<file path="src/rtl/id_ex_stage.sv">
// id_ex_stage
//   ID/EX pipeline register with load-use hazard detection for a 5-stage MIPS
//   pipeline. Decoded operands and control captured from ID are presented to EX
//   one cycle later. When the instruction in EX is a load whose destination is
//   read by the instruction in ID, the front end is stalled (stall_Id) and a
//   single bubble is injected. A saturating counter tracks those bubbles.
//
// Ports
//   clk, rst_n           clock, synchronous active-low reset
//   hold                 downstream stall: freeze all ID/EX state and the counter
//   flush                branch/jump redirect: load a bubble
//   *_Id                 decoded instruction from ID (operands, regs, control)
//   *_Ex                 registered copy of the above presented to EX
//   stall_Id             combinational: hold PC and IF/ID this cycle
//   bubble_cnt           number of load-use bubbles inserted since reset
module id_ex_stage #(
  parameter int DATA_W = 32,
  parameter int REG_AW = 5,
  parameter int CNT_W  = 16
) (
  input  logic              clk,
  input  logic              rst_n,
  input  logic              hold,
  input  logic              flush,
  input  logic              valid_Id,
  input  logic [REG_AW-1:0] Rs_Id,
  input  logic [REG_AW-1:0] Rt_Id,
  input  logic              uses_rt_Id,
  input  logic [REG_AW-1:0] Rd_Id,
  input  logic [DATA_W-1:0] busA_Id,
  input  logic [DATA_W-1:0] busB_Id,
  input  logic [DATA_W-1:0] Imm_Id,
  input  logic              RegWr_Id,
  input  logic              MemWr_Id,
  input  logic              MemRd_Id,
  input  logic              MemtoReg_Id,
  input  logic [2:0]        ALUSrcB_Id,
  input  logic [3:0]        ALUctr_Id,
  output logic              valid_Ex,
  output logic [REG_AW-1:0] Rs_Ex,
  output logic [REG_AW-1:0] Rt_Ex,
  output logic [REG_AW-1:0] Rd_Ex,
  output logic [DATA_W-1:0] busA_Ex,
  output logic [DATA_W-1:0] busB_Ex,
  output logic [DATA_W-1:0] Imm_Ex,
  output logic              RegWr_Ex,
  output logic              MemWr_Ex,
  output logic              MemRd_Ex,
  output logic              MemtoReg_Ex,
  output logic [2:0]        ALUSrcB_Ex,
  output logic [3:0]        ALUctr_Ex,
  output logic              stall_Id,
  output logic [CNT_W-1:0]  bubble_cnt
);

  // One packed word per pipeline slot; an all-zero word is a bubble.
  typedef struct packed {
    logic              valid;
    logic [REG_AW-1:0] rs;
    logic [REG_AW-1:0] rt;
    logic [REG_AW-1:0] rd;
    logic [DATA_W-1:0] bus_a;
    logic [DATA_W-1:0] bus_b;
    logic [DATA_W-1:0] imm;
    logic              reg_wr;
    logic              mem_wr;
    logic              mem_rd;
    logic              mem_to_reg;
    logic [2:0]        alu_src_b;
    logic [3:0]        alu_ctr;
  } slot_t;

  localparam logic [CNT_W-1:0] CNT_MAX = '1;
  localparam logic [CNT_W-1:0] CNT_ONE = {{(CNT_W-1){1'b0}}, 1'b1};

  slot_t            ex_q, ex_d, id_slot;
  logic [CNT_W-1:0] cnt_q, cnt_d;
  logic             hazard;

  always_comb begin
    id_slot = '{
      valid:      valid_Id,
      rs:         Rs_Id,
      rt:         Rt_Id,
      rd:         Rd_Id,
      bus_a:      busA_Id,
      bus_b:      busB_Id,
      imm:        Imm_Id,
      reg_wr:     RegWr_Id,
      mem_wr:     MemWr_Id,
      mem_rd:     MemRd_Id,
      mem_to_reg: MemtoReg_Id,
      alu_src_b:  ALUSrcB_Id,
      alu_ctr:    ALUctr_Id
    };
  end

  // Load in EX writing a non-zero register that the ID instruction reads.
  // Decoded only from registered EX state so there is no path from the
  // downstream hold/flush into the compare.
  always_comb begin
    hazard = ex_q.valid && ex_q.mem_rd && ex_q.reg_wr && (ex_q.rd != '0) &&
             valid_Id &&
             ((ex_q.rd == Rs_Id) || (uses_rt_Id && (ex_q.rd == Rt_Id)));
  end

  // A flush discards the ID instruction anyway, so no stall is needed.
  // hold is deliberately not folded in here; the front end ORs it separately.
  assign stall_Id = hazard && !flush;

  always_comb begin
    ex_d  = ex_q;
    cnt_d = cnt_q;
    if (!hold) begin
      if (flush) begin
        ex_d = '0;
      end else if (hazard) begin
        ex_d = '0;
        if (cnt_q != CNT_MAX) begin
          cnt_d = cnt_q + CNT_ONE;
        end
      end else begin
        ex_d = id_slot;
      end
    end
  end

  always_ff @(posedge clk) begin
    if (!rst_n) begin
      ex_q  <= '0;
      cnt_q <= '0;
    end else begin
      ex_q  <= ex_d;
      cnt_q <= cnt_d;
    end
  end

  assign valid_Ex    = ex_q.valid;
  assign Rs_Ex       = ex_q.rs;
  assign Rt_Ex       = ex_q.rt;
  assign Rd_Ex       = ex_q.rd;
  assign busA_Ex     = ex_q.bus_a;
  assign busB_Ex     = ex_q.bus_b;
  assign Imm_Ex      = ex_q.imm;
  assign RegWr_Ex    = ex_q.reg_wr;
  assign MemWr_Ex    = ex_q.mem_wr;
  assign MemRd_Ex    = ex_q.mem_rd;
  assign MemtoReg_Ex = ex_q.mem_to_reg;
  assign ALUSrcB_Ex  = ex_q.alu_src_b;
  assign ALUctr_Ex   = ex_q.alu_ctr;
  assign bubble_cnt  = cnt_q;

endmodule

</file>
<file path="config.mk">
export PLATFORM = sky130hd
export DESIGN_NAME = id_ex_stage
export DESIGN_NICKNAME = d
export VERILOG_FILES = /design/src/rtl/id_ex_stage.sv
export SDC_FILE = /design/constraint.sdc
export NUM_CORES = 1
export LEC_CHECK = 0
export CORE_MARGIN = 2
export CORE_UTILIZATION = 41
export DETAILED_ROUTE_END_ITERATION = 10
export PLACE_DENSITY_LB_ADDON = 0.08
export SLEW_MARGIN = 30
export SYNTH_ARGS = -nofsm -noshare
export SYNTH_HDL_FRONTEND = slang
export SYNTH_SLANG_ARGS = --single-unit
</file>
<file path="constraint.sdc">
create_clock -name clk -period 4.8 [get_ports clk]
set_clock_uncertainty 0.15 [all_clocks]
set_input_delay 0.72 -clock clk [delete_from_list [all_inputs] [get_ports clk]]
set_output_delay 0.72 -clock clk [all_outputs]
set_load 0.01 [all_outputs]
</file>
**Word-level counts from Yosys, hierarchy flattened**

Index checks and enable logic that the tools add are counted.

- $lt $le $gt $ge: 0
- Muxes and demuxes: 2
- Divide/modulo/power cells: 0
- Shifts and indexed selects: 0
- Reduce and logical (&&, ||, !) cells: 11
- Add/subtract/negate cells: 1
- Multiply operators: 0
- Bitwise operators: 2
- Equal/unequal tests: 3

Operator list:

| operator | number |
|---|---|
| $mux 123 | 2 |
| $add 16x1->16 const B | 1 |
| $ne 16x16->1 const B | 1 |
| $eq 5x5->1 | 2 |
| $logic_and 1x1->1 | 7 |
| $reduce_bool 5->1 | 1 |
| $reduce_and 4->1 | 1 |
| $not 1->1 | 2 |
| $logic_not 1->1 | 1 |
| $logic_or 1x1->1 | 1 |

- Bits in writable memories: 0
- Output and inout bits: 140
- Input bits: 128
- Logic and storage cells: 33
- Latch bits: 0
- ROM bits: 0
- Memories kept: 0
- Bits in registers: 139

**Logic depth before layout (Yosys ltp)**

- Depth after elaboration: 7
- Gate-level depth with buffers: 8
- Depth with buffers taken out: 6

**Worst setup path after synthesis**

OpenSTA, ideal clock, no wires.

- Path type: input -> output
- Start: input Rt_Id[1]
- End: output stall_Id
- Setup slack: 2.061 ns
- Arrival: 1.869 ns
- Required time: 3.930 ns
- Buffers on the path: 2
- Cell stages on the path: 6
- Path through: xnor2_1 > nand4_1 > o22a_1 > clkbuf_1 > buf_2 > nor3_1

- Word-level cells in the longest chain between the ends: 5

RTL lines:

| element | line | RTL |
|---|---|---|
| start: declaration | 27 | `input logic [REG_AW-1:0] Rt_Id,` |
| $eq 5x5->1 | 104 | `((ex_q.rd == Rs_Id) \|\| (uses_rt_Id && (ex_q.rd == Rt_Id)));` |
| $logic_and 1x1->1 | 104 |  |
| $logic_or 1x1->1 | 104 |  |
| $logic_and 1x1->1 | 103 | `valid_Id &&` |
| $logic_and 1x1->1 | 109 | `assign stall_Id = hazard && !flush;` |
| end: declaration | 52 | `output logic stall_Id,` |

Every way passes these cells.

**Final worst setup path**

- Start: input Rt_Id[3]
- End: output stall_Id

The elaborated chain is that of the path after synthesis.

==> impl_metrics.tcl <==
set metrics [dict create \
    synthTopCellsByArea "dfxtp_1, a22o_1, xnor2_1, or4_1, nand2_1" \
    vias_per_cell 5.341 \
    hold_buffers 0 \
    synth.most_common_cell "dfxtp_1" \
    slowest_stage "clkdlybuf4s50_1" \
    ys_seq_area_share_pct 58.22 \
    grt_usage_pct 23.93 \
    place_congestion 0.8476 \
    drt-total-wl_mm 15.17 \
    drive_above_1_share_pct 4.978 \
    crit_fanout 25 \
    outcome "complete, no violations" \
    p_sw_share_pct 21.01 \
    cp-start-kind "input port" \
    syn_area_um2 4780 \
    drcViolationCount 0 \
    drt-initial-drc-count 310 \
    fp.dieArea_um2 12540 \
    cts_buffer_depth 2 \
    slew_headroom_pct 45.66 \
    grt_max_degree 76 \
    synth_top_area_share_pct 58.22 \
    synthCells 411 \
    area_growth_pct 69.84 \
    yosysWarnings 0 \
    comb_power_share_pct 10.7 \
    critPathKind "in -> out" \
    worst_pin_slew_ns 0.8151 \
    syn-num-nets 540 \
    async_flop_share_pct 0 \
    cpMostUsedCell "clkdlybuf4s50_1" \
    cp.arrival_ns 2.67 \
    ir_worst_vdd_mv 0.2275 \
    period_needed_ns 3.537 \
    pwr-share-clk_pct 46.2 \
    antenna_cells 0 \
    htree_levels 4 \
    hp-class "reg -> reg" \
    portBuffers 267 \
    post_cts_resized 0 \
    synth_flop_cell "dfxtp_1" \
    initial_utilization_pct 41.86 \
    die_w_um 112.0 \
    syn_area_per_cell_um2 11.63 \
    hold_violations 0 \
    tns_ns 0 \
    via_count 4412 \
    crit_required_ns 3.93 \
    fillers 880 \
    ios 268 \
    cts_sinks 139 \
    p_switching_w 0.0005944 \
    core_area_um2 11420 \
    post-cts-setup-buffers 0 \
    powerDensity_nw_per_um2 348.6 \
    dr.pass1.iters 4 \
    hpwl_mm 10.88 \
    rows 39 \
    setup_violations 0 \
    grt-ovfl-total 0 \
    max_freq_mhz 282.7 \
    fin_nets 799 \
    cap_violations 0 \
    synth.distinct_cells 36 \
    synth_edf_count 0 \
    insertion_delay_ns 0.41 \
    rsz0062_at_grt "no" \
    cts.clk_slew.worst_paths_ns 0.05 \
    antenna_found_initial 0 \
    cts_tree "done" \
    internal-power_w 0.002236 \
    grt_pass1_wl_mm 23.53 \
    finalCritPeriodShare_pct 73.70 \
    slew_violations 0 \
    numCtsBuffers 17 \
    grt_pass1_vias 4497 \
    yosys.area.top_type "dfxtp_1" \
    endpoint_kind "output port" \
    cpPeakStageDelay_ns 0.56 \
    fp.dieH_um 112.0 \
    drtAntennaViolNets 0 \
    ys_seq_elements 139 \
    seqPwrFrac_pct 43.1 \
    wire_per_inst_um 18.36 \
    p_leak_nw 2.994 \
    root_buffer "clkbuf_16" \
    crit_path_cell_trace "clkdlybuf4s50_1 > xnor2_1 > nand4_1 > o22a_1 > buf_4 > nor3_1 > clkdlybuf4s50_1" \
    final_util_pct 71.09 \
    synthTopCellsByCount "dfxtp_1, a22o_1, nand2_1" \
]
[through the flow]
step	setup WS (ns)	instances	hold slack [ns]	power, W	area [µm²]
floorplan	2.061	411	0.3523	0.001339	4780
global placement	1.246	794	0.3052	0.001541	7528
detailed placement	1.261	794	0.3057	0.001547	7528
CTS	1.253	826	0.3242	0.002851	8118
global route	1.141	826	0.3318	0.002931	8118
finish	1.263	826	0.3203	0.002830	8118
[critical path: cells and delay by family]
family                    cells  cell delay, ns
xor gates and xnor gates      1            0.14
and+or+nand+nor               2            0.30
buffers and inverters         3            1.30
AOI/OAI and AO/OA             1            0.20
[state kept, by name, summed over array words and instances, names as in the netlist]
register and count:
Rs_Ex 5, Rt_Ex 5, MemRd_Ex 1, RegWr_Ex 1, MemWr_Ex 1, MemtoReg_Ex 1, valid_Ex 1, ALUctr_Ex 4
Imm_Ex 32, bubble_cnt 16, ALUSrcB_Ex 3, Rd_Ex 5, busB_Ex 32, busA_Ex 32
[power by group through the flow]
stage	sequential [W]	combinational (W)	clock [W]
after floorplan	0.00126	0.0000793	0
after global placement	0.00124	0.000299	0
after detailed placement	0.00124	0.000303	0
after CTS	0.00122	0.000305	0.00132
after global routing	0.00122	0.000321	0.00139
final	0.00122	0.000303	0.00131
[logic make-up after synthesis]
family          Yosys count  synth area share [%]
simple gates             70                 8.455
mux                       6                 1.257
buf+inv                  36                 3.639
flops                   139                 58.22
xor+xnor                 10                 1.832
fa+ha+maj                 1                0.2617
compound gates          149                 26.34
[routing by layer]
layer / GRT usage, % / wire length [µm] / up-vias
met5: 0 / 0 / -
met4: 9.756 / 344 / 0
met3: 10.40 / 1387 / 26
met2: 40.44 / 7560 / 202
met1: 26.51 / 5876 / 2078
li1: - / - / 2106
[cells in the final DEF, fill, tap and decap left out, drive strengths merged, types with 2 or more instances in the layout]
cell type      Yosys  layout
a21oi             10      10
a22o             123     123
and4               3       3
buf               16       6
bufinv             0       3
clkbuf            17      25
clkdlybuf4s50      0     267
clkinv             1       5
dfxtp            139     139
inv                2       2
mux2i              6       6
nand2             18      18
nand2b             5       5
nand3             11      11
nand4              8       8
nor4               7       7
o21ai              2       2
o31ai              7       7
or3                2       2
or4               10      10
xnor2             10      10
[path summary, 6_finish.rpt]
check / start / end / slack [ns] / cells past startpoint
worst max register to register: Rd_Ex[0] / ALUctr_Ex[0] / 1.97 / 5
worst min register to register: Imm_Ex[19] / Imm_Ex[19] / 0.32 / 1
worst min-delay path: Imm_Ex[19] / Imm_Ex[19] / 0.32 / 1
worst max-delay path: Rt_Id[3] / stall_Id / 1.26 / 7
[area by class of cell]
type	count	area (µm²)	share of cell area [%]
inverter	3	11.26	0.1387
sequential	139	2783	34.28
timing repair buffer	273	2730	33.63
clock inverter	7	113.9	1.403
multi-input combinational	236	1826	22.49
tap	143	178.9	2.204
clock buffer	25	475.5	5.857
Power figures use the tool's default switching activity.
